## config.mk

```make
export PLATFORM = sky130hd
export DESIGN_NAME = instr_loader
export DESIGN_NICKNAME = d
export VERILOG_FILES = /design/src/rtl/instr_loader.sv
export SDC_FILE = /design/constraint.sdc
export NUM_CORES = 1
export LEC_CHECK = 0
export ABC_AREA = 1
export CORE_UTILIZATION = 49
export CTS_CLUSTER_DIAMETER = 30
export DETAILED_ROUTE_END_ITERATION = 8
export PLACE_DENSITY = 0.85
export SLEW_MARGIN = 20
export SYNTH_ARGS = -nofsm -noshare
export SYNTH_HDL_FRONTEND = slang
export SYNTH_SLANG_ARGS = --single-unit
```

## constraint.sdc

```tcl
create_clock -name clk -period 7.05 [get_ports clk]
set_input_delay 2.115 -clock clk [delete_from_list [all_inputs] [get_ports clk]]
set_output_delay 2.115 -clock clk [all_outputs]
set_load 0.02 [all_outputs]
```

## src/rtl/instr_loader.sv

```systemverilog
// Boot-time instruction memory loader: assembles big-endian 32-bit words from a
// byte stream and writes them to consecutive word addresses, holding the CPU in reset.
`timescale 1ns/1ps
module instr_loader #(
  parameter int          ADDR_W    = 10,
  parameter int          DEPTH     = 1024,
  parameter logic [5:0]  FINISH_OP = 6'b111111
) (
  input  logic              clk,
  input  logic              rst,
  input  logic              start,
  input  logic              in_valid,
  input  logic [7:0]        in_byte,
  output logic              in_ready,
  output logic              we,
  output logic [ADDR_W-1:0] a,
  output logic [31:0]       d,
  output logic              busy,
  output logic              done,
  output logic              full,
  output logic              cpu_rst,
  output logic [ADDR_W:0]   word_count
);

  typedef enum logic [1:0] {S_IDLE, S_RECV, S_WRITE, S_DONE} state_t;

  localparam logic [ADDR_W-1:0] LAST_ADDR = ADDR_W'(DEPTH - 1);

  state_t              r_state, w_next;
  logic [1:0]          r_byte_cnt;
  logic [23:0]         r_shift;
  logic [31:0]         r_word;
  logic [ADDR_W-1:0]   r_addr;
  logic [ADDR_W:0]     r_count;
  logic                r_full;
  logic                w_hs, w_finish, w_at_end, w_restart;

  // Derived from the state register, not from in_ready, to keep the comb loop-free.
  assign w_hs      = in_valid && (r_state == S_RECV);
  assign w_finish  = (r_word[31:26] == FINISH_OP);
  assign w_at_end  = (r_addr == LAST_ADDR);
  assign w_restart = start && ((r_state == S_IDLE) || (r_state == S_DONE));

  // NOTE: asynchronous reset must appear in the sensitivity list; state uses <= only.
  always_ff @(posedge clk or posedge rst) begin
    if (rst) r_state <= S_IDLE;
    else     r_state <= w_next;
  end

  // NOTE: every output gets a default first so no path leaves a latch behind.
  always_comb begin
    w_next   = r_state;
    in_ready = 1'b0;
    we       = 1'b0;
    busy     = 1'b0;
    done     = 1'b0;
    cpu_rst  = 1'b1;
    case (r_state)
      S_IDLE: if (start) w_next = S_RECV;
      S_RECV: begin
        in_ready = 1'b1;
        busy     = 1'b1;
        if (w_hs && (r_byte_cnt == 2'd3)) w_next = S_WRITE;
      end
      S_WRITE: begin
        we     = 1'b1;
        busy   = 1'b1;
        w_next = (w_finish || w_at_end) ? S_DONE : S_RECV;
      end
      S_DONE: begin
        done    = 1'b1;
        cpu_rst = 1'b0;
        if (start) w_next = S_RECV;
      end
      default: w_next = S_IDLE;
    endcase
  end

  always_ff @(posedge clk or posedge rst) begin
    if (rst) begin
      r_byte_cnt <= 2'd0;
      r_shift    <= 24'd0;
      r_word     <= 32'd0;
      r_addr     <= '0;
      r_count    <= '0;
      r_full     <= 1'b0;
    end else begin
      if (w_restart) begin
        r_byte_cnt <= 2'd0;
        r_addr     <= '0;
        r_count    <= '0;
        r_full     <= 1'b0;
      end
      if (w_hs) begin
        r_byte_cnt <= r_byte_cnt + 2'd1;
        // The completed word lands in its own register so d stays stable until the next word.
        if (r_byte_cnt == 2'd3) r_word  <= {r_shift, in_byte};
        else                    r_shift <= {r_shift[15:0], in_byte};
      end
      if (r_state == S_WRITE) begin
        r_count <= r_count + {{ADDR_W{1'b0}}, 1'b1};
        if (!w_finish) begin
          if (w_at_end) r_full <= 1'b1;
          else          r_addr <= r_addr + {{(ADDR_W-1){1'b0}}, 1'b1};
        end
      end
    end
  end

  assign a          = r_addr;
  assign d          = r_word;
  assign full       = r_full;
  assign word_count = r_count;

endmodule

```

# Word level (Yosys, flattened, before mapping)
# Cells that the tools add are included.
[word_totals] ff_bits=82 in_bits=12 out_inout_bits=59
[op_classes] add_sub_neg=3 n_eq_ne=8 mux=21 bitwise_logic=1 n_reduce_logical=13
[ops] op="two-way mux 10 bit" count=4
[ops] op="two-way mux 11 bit" count=2
[ops] op="adder 11 x 1 -> 11 bit, second input constant" count=1
[ops] op="adder 10 x 1 -> 10 bit, second input constant" count=1
[ops] op="== test 10 bit, second input constant" count=1
[ops] op="two-way mux 2 bit" count=5
[ops] op="two-way mux 1 bit" count=9
[ops] op="== test 2 bit, second input constant" count=3
[ops] op="== test 6 bit, second input constant" count=1
[ops] op="case mux 2 bit (3 select lines)" count=1
[ops] op="AND reduction 2 bit" count=3
[ops] op="inequality test 2 x 1 -> 1 bit, second input constant" count=2
[ops] op="nonzero test 2 bit" count=2
[ops] op="OR reduction 2 bit" count=2
[ops] op="logical AND 1 bit" count=3
[ops] op="adder 2 x 1 -> 2 bit, second input constant" count=1
[ops] op="== test 2 x 1 -> 1 bit, second input constant" count=1
[ops] op="zero test 2 bit" count=1
[ops] op="logical OR 1 bit" count=2
[ops] op="NOT 1 bit" count=1

# Depth between registers and ports, before layout
# Gate-level depths: netlist (run 1).
[logic_depth] depth_word=7 mapped_depth=10

# Least setup slack after synthesis (run 1)
# No wires, ideal clock.
[synth_path] kind="reg-to-output" start="register r_state[0]" end="output port busy" t_arrival_ns=0.878 required_time_ns=4.935 setup_slack_ns=4.057 path_stages_with_launch=4 n_path_buf=0 path_cell_list="dfrtp_1 > inv_1 > ha_1 > inv_1"
[synth_via] elab_chain_cells=3 word_cells_on_any_way=4 cone_classes="eq/ne (2); mux (1); reduce/logical (1)"
[synth_rtl] item="start, declared" line_no="29" rtl="state_t r_state, w_next;"
[synth_rtl] item="start signal, assigned" line_no="47" rtl="else r_state <= w_next;"
[synth_rtl] item="== test 2 x 1 -> 1 bit / == test 2 bit (equally long branches)" line_no="58" rtl="case (r_state)"
[synth_rtl] item="OR reduction 2 bit (no source line) *"
[synth_rtl] item="two-way mux 1 bit *" line_no="58"
[synth_rtl] item="end, declared" line_no="18" rtl="output logic busy,"
# Mark *: on every way between the ends. The rest lies on a longest branch, timed or not.

# Final worst setup path (run 1)
[layout_path] start="register r_state[0]" end="output port we"
[layout_via] elab_chain_cells=2
[layout_rtl] item="== test 2 bit" line_no="58"
[layout_rtl] item="two-way mux 1 bit" line_no="58"
[layout_rtl] item="end, declared" line_no="15" rtl="output logic we,"
# Every way passes these cells.

==> results of run 1 <==
==> worst reg2reg max path, cell delays in order, from the launching register on <==
cell	delay (ns)
dfrtp_1	0.43
ha_1	0.29
nand2_2	0.14
inv_2	0.05
nand2_2	0.69
mux2_2	0.43
==> per-stage QoR <==
| step | total power [mW] | cells | hold WS, ns |
|---|---|---|---|
| floorplan | 1.16 | 408 | 0.451 |
| global placement | 1.42 | 564 | 0.466 |
| detailed placement | 1.45 | 564 | 0.468 |
| CTS | 1.87 | 580 | 0.489 |
| global route | 1.97 | 580 | 0.512 |
| finish | 1.85 | 580 | 0.486 |
==> synth_stat cells (4+ instances only) <==
master,n,area [um^2]
nand2_1,114,428
dfrtp_1,82,2050
inv_1,53,199
o21ai_0,29,145
o21ai_1,28,140
nand3_1,19,95.1
nor2_1,18,67.6
mux2_2,8,90.1
nand2_2,8,50.1
buf_2,6,30.0
ha_1,6,75.1
buf_6,4,45.0
inv_2,4,15.0
o21ai_2,4,35.0
==> how the worst max path moves through the flow <==
stage / start / endpoint / slack (ns) / cells after the start
global placement: in_valid / d[25] / 3.14 / 5
CTS: r_state[0] / we / 2.99 / 3
detailed placement: in_valid / r_state[0] / 3.10 / 8
finish: r_state[0] / we / 2.99 / 3
global route: r_state[0] / we / 2.91 / 3
floorplan: rst / a[0] / 2.83 / 1
==> sequential cells by signal (all words and copies together) (netlist names) <==
register,count
word_count,11
a,10
r_state,2
r_shift,24
d,32
r_byte_cnt,2
full,1
==> where the power goes <==
group | switching (mW) | internal (mW) | total, mW
logic | 0.410 | 0.304 | 0.715
registers | 0.104 | 0.621 | 0.724
clock network | 0.173 | 0.238 | 0.411
==> final cells by class <==
type	instances	area, um^2	area share
well taps	99	124	0.0267
clock buffers	9	124	0.0267
inverters	57	215	0.0463
clock inverters	7	124	0.0267
flip-flops and latches	82	2050	0.442
multi-input cells	255	1290	0.278
repair buffers	71	712	0.153
==> kinds of logic (layout without fill, tap and decap cells) <==
kind of cell / after synthesis / after routing / synth area share
AOI/OAI and AO/OA: 68 / 68 / 0.100
buffers and inverters: 71 / 144 / 0.0874
muxes: 9 / 9 / 0.0273
xor gates and xnor gates: 3 / 3 / 0.00717
DFF: 82 / 82 / 0.560
adders and majority gates: 6 / 6 / 0.0205
and+or+nand+nor: 169 / 169 / 0.198
==> routing by layer <==
layer	part of all wire	wire length [um]	track usage	up-vias
met3	0.058	416	0.0438	8
li1	-	-	-	1418
met2	0.48	3440	0.328	90
met5	0	0	0	-
met4	0.012	89	0.0865	0
met1	0.45	3260	0.258	1342
==> results.md, run 1 <==
- WP buf/inv: 2
- GR Overflow Total: 0
- Post-route cell area: between 4000 and 5000 um^2
- Peak fanout along the critical path: 12
- Clock skew: between 0.008 and 0.009 ns
- FP Rows: 31
- Nets: around 500
- Slowest-stage cell, CP: clkdlybuf4s50_1
- Drt total wl: around 7.2 mm
- Clock slew at reported path FFs: 0.08 ns
- RSZ-0062 raised after global routing: false
- Leading register cell type out of synthesis: dfrtp_1
- Max VDD drop: about 0.22 mV
- Die W: just under 90 um
- Number of global-route vias before repair: between 2k and 3k
- Hold Path Sink: r_shift[12]
- Final Setup Violations: 0
- Setup repair bufs after CTS: 0
- Routed Antenna Nets: 0
- CTS max path bufs: 2
- Final hold violations: 0
- Routability congestion estimate: 0.815
- Cell variety after synth: 31
- Worst EP required: about 4.9 ns
- First-pass GRT wire length: 11.9 mm
- First-iteration detailed-routing DRC count: about 120
- Cells on worst reg2reg path: 5
- Hold buffers post-CTS: 0
- Startpoint types: register
- Num CTS Buffers: 9
- Worst Max-Slew Pin Slew: between 0.9 and 1 ns
- Clock sink count: 82
- Initial Util: 0.505
- Fin Setup TNS: 0 ns
- Asr flop ratio synth: 1.00
- CTS tree: done
- Area after DPL: approximately 4400 um^2
- H-tree depth: 3
- FF-to-FF Start: r_state[0]
- Hold Crit Class: reg -> reg
- Most frequent cells in the layout: nand2_1, dfrtp_1, clkdlybuf4s50_1
- Outcome: completed
- Slew HR: 0.359
- Die Footprint: ~7800 um^2
- Worst-skew pair later-pin latency: 0.34 ns
- Fmax achieved: 247 MHz
- Seq/Total Area, Yosys: 0.560
- CP arrival: about 1.9 ns
- Post-synth EDFFs: 0
- Leak pwr: 2.23 nW
- Number of port buffers: 70
- Via Count: roughly 2.9k
- Io pins: 71
- Max_cap viols: 0
- Largest net degree at the start of global routing: between 80 and 90
- Critical path's top delay family: buffers and inverters
- Avg Inst Size Synth: approximately 9 um^2
- Antenna violations before repair: 0
- Inserted Diodes: 0
- Drc violations: 0
- Synthesized Nets: between 400 and 500
- Final HPWL DP: slightly below 5 mm
- Hold_sp: r_shift[12]
- Post-Synthesis Cells: just over 400
- CP endpoint kind: primary output
- CTS resizes: 0
- Most common cell after layout, fill and taps aside: nand2_1
- Post-synthesis register bit count: a little over 80
- PnR worst setup slack: between 2 and 3 ns
- Layout fillers: 600
- Share of post-route cells with drive strength above 1: 0.104
- Die H: 88.5 um
- Mapped cell area: 3660 um^2
- Initial DRT Pass Iterations: 4
- Area of the core: 7250 um^2
- Reg2reg end: d[28]
- Routed len/inst: between 10 and 15 um
- Period utilization: 0.575
- Crit Path Class: reg -> out
- Clk root buf: clkbuf_8
- Total number of yosys warnings: 0
- Total GRT Usage: 0.200
- Reg2Reg Setup Slack: roughly 4.9 ns
- PwrDens: around 400 nW/um^2
- Max Slew Vio Count: 0
- Fin util: 0.640
- Area grow syn2layout: 26.7%
- Crit path cell chain: inv_1 > ha_1 > clkdlybuf4s50_1
- DR vias/cell: 4.93
- Pre-CTS setup slack: between 3 and 4 ns
- Post-layout min period: approximately 4.1 ns
- Hold path depth: 2
- CP max stage delay: ~0.69 ns
Note: power is estimated with default switching activity, not from simulation.
==> inputs of run 2 (changes only) <==
--- a/config.mk
+++ b/config.mk
@@ -6,7 +6,7 @@
 export NUM_CORES = 1
 export LEC_CHECK = 0
 export ABC_AREA = 1
-export CORE_UTILIZATION = 49
+export CORE_UTILIZATION = 47
 export CTS_CLUSTER_DIAMETER = 30
 export DETAILED_ROUTE_END_ITERATION = 8
 export PLACE_DENSITY = 0.85
==> constraint.sdc (replaced) <==
create_clock -name clk -period 3.45 [get_ports clk]
set_input_delay 1.035 -clock clk [delete_from_list [all_inputs] [get_ports clk]]
set_output_delay 1.035 -clock clk [all_outputs]
set_load 0.02 [all_outputs]
==> run 2 against run 1 <==
Final area decreased by 0.81%. Clock power increased by 58%. Via count increased by 0.35%. Wire length decreased by 0.81%. Power increased by 94%. Register-to-register slack got worse by 3.4 ns. Global-route usage decreased by 1.4 points. Flip-flop and latch count unchanged. Clock skew increased by 0.0020 ns. Largest cell class unchanged.
==> results.md, run 2 (synthesis gave the netlist of run 1 again) <==
- Outcome: completed (unchanged)
- Hold slack: 0.491 ns (was 0.486 ns)
- Clock slew at reported path FFs: 0.08 ns (about the same)
- First-pass GRT wire length: 12.2 mm (was 11.9 mm)
- Die Footprint: 8150 um^2 (was 7830 um^2)
- Number of port buffers: 70 (unchanged)
- Die W: 90.3 um (was 88.5 um)
- Slew HR: 0.553 (was 0.359)
- CTS tree: done (unchanged)
- Routed Antenna Nets: 0 (unchanged)
- Nets: 497 (was 494)
- Tot Pwr: 3.59 mW (was 1.85 mW)
- Sequential Area: 2050 um^2 (unchanged)
- Initial DRT Pass Iterations: 4 (unchanged)
- CTS resizes: 0 (unchanged)
- Fin util: 0.622 (was 0.640)
- Final hold violations: 0 (unchanged)
- PwrDens: 780 nW/um^2 (was 398 nW/um^2)
- RSZ-0062 raised after global routing: false (unchanged)
- Area grow syn2layout: 25.7% (was 26.7%)
- Die H: 90.3 um (was 88.5 um)
- First-iteration detailed-routing DRC count: 100 (was 119)
- H-tree depth: 3 (unchanged)
- Hold Crit Class: reg -> reg (unchanged)
- Drt total wl: 7.14 mm (was 7.20 mm)
- PnR worst setup slack: 0.487 ns (was 2.99 ns)
- Most common cell after layout, fill and taps aside: nand2_1 (unchanged)
- Inserted Diodes: 0 (unchanged)
- Multi-input combinational cell area: 1290 um^2 (unchanged)
- Post-route cell area: 4610 um^2 (was 4640 um^2)
- CP endpoint kind: primary output (unchanged)
- Clk root buf: clkbuf_8 (unchanged)
- Period utilization: 0.859
- Hold buffers post-CTS: 0 (unchanged)
- Pre-CTS setup slack: 0.743 ns (was 3.10 ns)
- Clock sink count: 82 (unchanged)
- Leak pwr: 2.21 nW (was 2.23 nW)
- Worst EP required: 2.41 ns (was 4.93 ns)
- CTS max path bufs: 2 (unchanged)
- CP arrival: 1.93 ns (was 1.94 ns)
- DR vias/cell: 4.92 (was 4.93)
- FP Rows: 31 (unchanged)
- Max_cap viols: 0 (unchanged)
- Via Count: 2868 (was 2858)
- GR Overflow Total: 0 (unchanged)
- Post-layout min period: ~3.0 ns
- Routability congestion estimate: 0.825 (was 0.815)
- Worst-skew pair later-pin latency: 0.35 ns (was 0.34 ns)
- Max Slew Vio Count: 0 (unchanged)
- Max reg flops: 32 (unchanged)
- Final Setup Violations: 0 (unchanged)
- Num CTS Buffers: 9 (unchanged)
- Max VDD drop: 0.444 mV (was 0.222 mV)
- Io pins: 71 (unchanged)
- Startpoint types: register (unchanged)
- Worst Max-Slew Pin Slew: 0.670 ns (was 0.957 ns)
- DP Cell Count: 567 (was 564)
- Most frequent cells in the layout: nand2_1, dfrtp_1, clkdlybuf4s50_1 (unchanged)
- Area of the core: 7410 um^2 (was 7250 um^2)
- Share of post-route cells with drive strength above 1: 0.107 (was 0.104)
- Largest net degree at the start of global routing: 49 (was 83)
- Peak fanout along the critical path: 12 (unchanged)
- Routed len/inst: 12.2 um (was 12.4 um)
- Setup repair bufs after CTS: 0 (unchanged)
- Area after DPL: 4410 um^2 (was 4390 um^2)
- Crit Path Class: reg -> out (unchanged)
- Total GRT Usage: 0.187 (was 0.200)
- Final HPWL DP: 5.14 mm (was 4.95 mm)
- Clock skew: 0.0110 ns (was 0.00896 ns)
- Fin Setup TNS: 0 ns (unchanged)
- Fmax achieved: around 340 MHz
- Drc violations: 0 (unchanged)
- Initial Util: 0.495 (was 0.505)
- Layout fillers: 629 (was 600)
- Non-Filler Instances: 583 (was 580)
- Number of global-route vias before repair: 2636 (was 2635)
- Antenna violations before repair: 0 (unchanged)
[run 2: layout make-up]
| cell class | instances | area share |
|---|---|---|
| flip-flops and latches | 82 | 0.446 |
| multi-input cells | 255 | 0.281 |
| repair buffers | 74 | 0.159 |
| inverters | 57 | 0.0467 |
| clock buffers | 13 | 0.0367 |
| well taps | 99 | 0.0269 |
| clock inverters | 3 | 0.00489 |
[run 2: worst max-delay path: stages, from the launching register on]
cell	delay [ns]
dfrtp_1	0.42
inv_1	0.08
ha_1	0.41
clkdlybuf4s50_1	0.68
[run 2: worst paths after layout]
| kind | start | to | slack [ns] | cells after the start |
|---|---|---|---|---|
| worst max-delay path | r_state[0] | we | 0.49 | 3 |
| worst min-delay path | r_shift[11] | r_shift[11] | 0.49 | 2 |
| worst max register to register | r_state[0] | d[10] | 1.49 | 6 |
| worst min register to register | r_shift[11] | r_shift[11] | 0.49 | 2 |
| max in group asynchronous | rst | d[15] | 1.69 | 3 |
| min in group asynchronous | rst | a[3] | 1.09 | 2 |
[run 2: layer usage]
| metal | GRT usage | routed length (um) | vias to the layer above |
|---|---|---|---|
| li1 | - | - | 1423 |
| met1 | 0.236 | 3280 | 1347 |
| met2 | 0.313 | 3390 | 90 |
| met3 | 0.0547 | 391 | 8 |
| met4 | 0.0524 | 78 | 0 |
| met5 | 0 | 0 | - |
[run 2: report_power, final]
part | total (mW) | leakage [nW] | switching (mW) | internal [mW]
registers | 1.48 | 1.10 | 0.210 | 1.27
clock network | 0.651 | 0.0879 | 0.330 | 0.321
logic | 1.46 | 1.03 | 0.839 | 0.625
==> RTL edit: new RTL, config.mk and constraints of run 2 <==
The 4 states of `state_t` get a one-hot encoding in 4 bits.
--- a/src/rtl/instr_loader.sv
+++ b/src/rtl/instr_loader.sv
@@ -23,5 +23,5 @@
 );
 
-  typedef enum logic [1:0] {S_IDLE, S_RECV, S_WRITE, S_DONE} state_t;
+  typedef enum logic [3:0] {S_IDLE = 4'b0001, S_RECV = 4'b0010, S_WRITE = 4'b0100, S_DONE = 4'b1000} state_t;
 
   localparam logic [ADDR_W-1:0] LAST_ADDR = ADDR_W'(DEPTH - 1);
Check against the original RTL: no difference found for any inputs over 10 cycles, from zero or initial values and one cycle with rst high; not proved beyond that.
==> RTL edit against run 2 <==
- cell count grew 8.7%
- routed wire length grew 19%
- die area grew 4.8%
- largest cell class unchanged
- design area grew 3.5%
- synthesized area grew 4.9%
- clock skew is essentially flat
- setup slack lost 0.11 ns
- sequential cell count grew 2
- core utilization shrank 1.1 points
- critical path depth grew 1
- non-clock buffer count shrank 1
Power is not compared: it rests on default switching activity, and its combinational part moved more than twofold at a synthesized area within 25%.
==> RTL edit: results (changes against run 2) <==
[critical_path]
worstPathMaxFanout = 10  ; was 12
cp.required_ns = 2.41  ; about the same

[cells_and_area]
inverters = 30  ; was 57
n_fill_cell = 696  ; was 629
multi_input_gates = 329  ; was 255
clkbuf_count = 10  ; was 13
buffers = 73  ; was 74
diodes = 0  ; unchanged
largest_reg_flops = 32  ; unchanged
clk_share = 0.0404  ; was 0.0416
final_cells = 634  ; was 583
multi_input_area_share = 0.313  ; was 0.281
buffer_area_frac = 0.154  ; was 0.159
drive_gt1_frac = 0.0602  ; was 0.107
nets = 542  ; was 497
register_area_mm2 = 0.00210  ; was 0.00205 mm²

[logic_synthesis]
synth_sequential_area_ratio = 0.547  ; was 0.560
synth-xor-area-share = 0.00684  ; was 0.00717
synth_flop_cell = dfrtp_1  ; unchanged
post_synth_main_area_contributors = dfrtp_1, nand2_1, o21ai_0  ; was dfrtp_1, nand2_1, inv_1
synth-compound-area-share = 0.105  ; was 0.100
synth_cells = 463  ; was 408
synth_mux_area_frac = 0  ; was 0.0273
syn-num-nets = 478  ; was 426
yosysTopAreaCellShare = 0.540  ; was 0.560
synth_cell_types = 29  ; was 31
ys_ff_latch = 84  ; was 82
netlist_top_cells_count = nand2_1, dfrtp_1, o21ai_0  ; was nand2_1, dfrtp_1, inv_1
synthAdderAreaFrac = 0.00977  ; was 0.0205

[global_route]
grt_pass1_wl_um = 14800  ; was 12200 µm
track_usage = 0.215  ; was 0.187
met3_usage = 0.0337  ; was 0.0547
use_met1 = 0.265  ; was 0.236
use_met2 = 0.376  ; was 0.313
grt_max_degree = 55  ; was 49

[placement]
place_hpwl_um = 5640  ; was 5140 µm
dp_slack_ns = 0.719  ; was 0.743 ns
finalWeightedCongestion = 0.861  ; was 0.825
dp.cells = 618  ; was 567

[drt]
num_vias = 3331  ; was 2868
wl_met2_um = 4320  ; was 3390 µm
top_layer = met4  ; unchanged
drtIter0Drc = 134  ; was 100
wl_per_cell_um = 13.4  ; was 12.2 µm
wl_met3_um = 370  ; was 391 µm
met1_length_um = 3720  ; was 3280 µm

[outcome]
outcome = complete, no violations  ; unchanged

[sta]
skew_ns = 0.0107  ; was 0.0110 ns
worst_pin_slew_ns = 0.883  ; was 0.670 ns

[cts]
cts_resized = 0  ; unchanged

==> RTL edit: cell count changes in the layout (fill, tap and decap cells not counted), sizes merged, moves of 3 or more <==
cell / change
nand2: +55
inv: -27
nand3: +12
mux2: -8
o21ai: +8
clkinv: +4
nor3: +4
clkbuf: -3
ha: -3
o22ai: +3
==> RTL edit: final timing paths <==
path | from | end | slack [ns] | depth (start not counted)
worst max register to register | r_byte_cnt[0]$_DFFE_PP0P_ | d[30]$_DFFE_PP0P_ | 1.27 | 5
worst max-delay path | r_state[3]$_DFFE_PP0P_ | we | 0.38 | 4
min in group asynchronous | rst | word_count[0]$_DFFE_PP0P_ | 1.03 | 2
worst min register to register | r_shift[21]$_DFFE_PP0P_ | d[29]$_DFFE_PP0P_ | 0.47 | 2
worst min-delay path | r_shift[21]$_DFFE_PP0P_ | d[29]$_DFFE_PP0P_ | 0.47 | 2
max in group asynchronous | rst | r_shift[8]$_DFFE_PP0P_ | 1.76 | 3
==> RTL edit: power by group through the flow <==
stage               registers, µW  clock network (µW)  logic, µW
CTS                          1300                 703        523
detailed placement           1320                   0        520
finish                       1300                 690        518
global placement             1310                   0        497
floorplan                    1320                   0        319
global route                 1330                 738        592
==> RTL edit: worst max-delay path, cell delays in order (launching register included) <==
cell and delay, ns:
dfrtp_1 0.41, inv_1 0.11, nand2_1 0.07, nor2_2 0.40, clkdlybuf4s50_1 0.70
==> RTL edit: per-stage QoR <==
step	total power, µW	utilization	hold WS (ns)	area [µm²]
floorplan	1640	-	0.443	3840
global placement	1810	0.586	0.452	4570
detailed placement	1840	0.586	0.457	4570
CTS	2520	0.610	0.474	4770
global route	2660	0.610	0.511	4770
finish	2510	0.610	0.469	4770
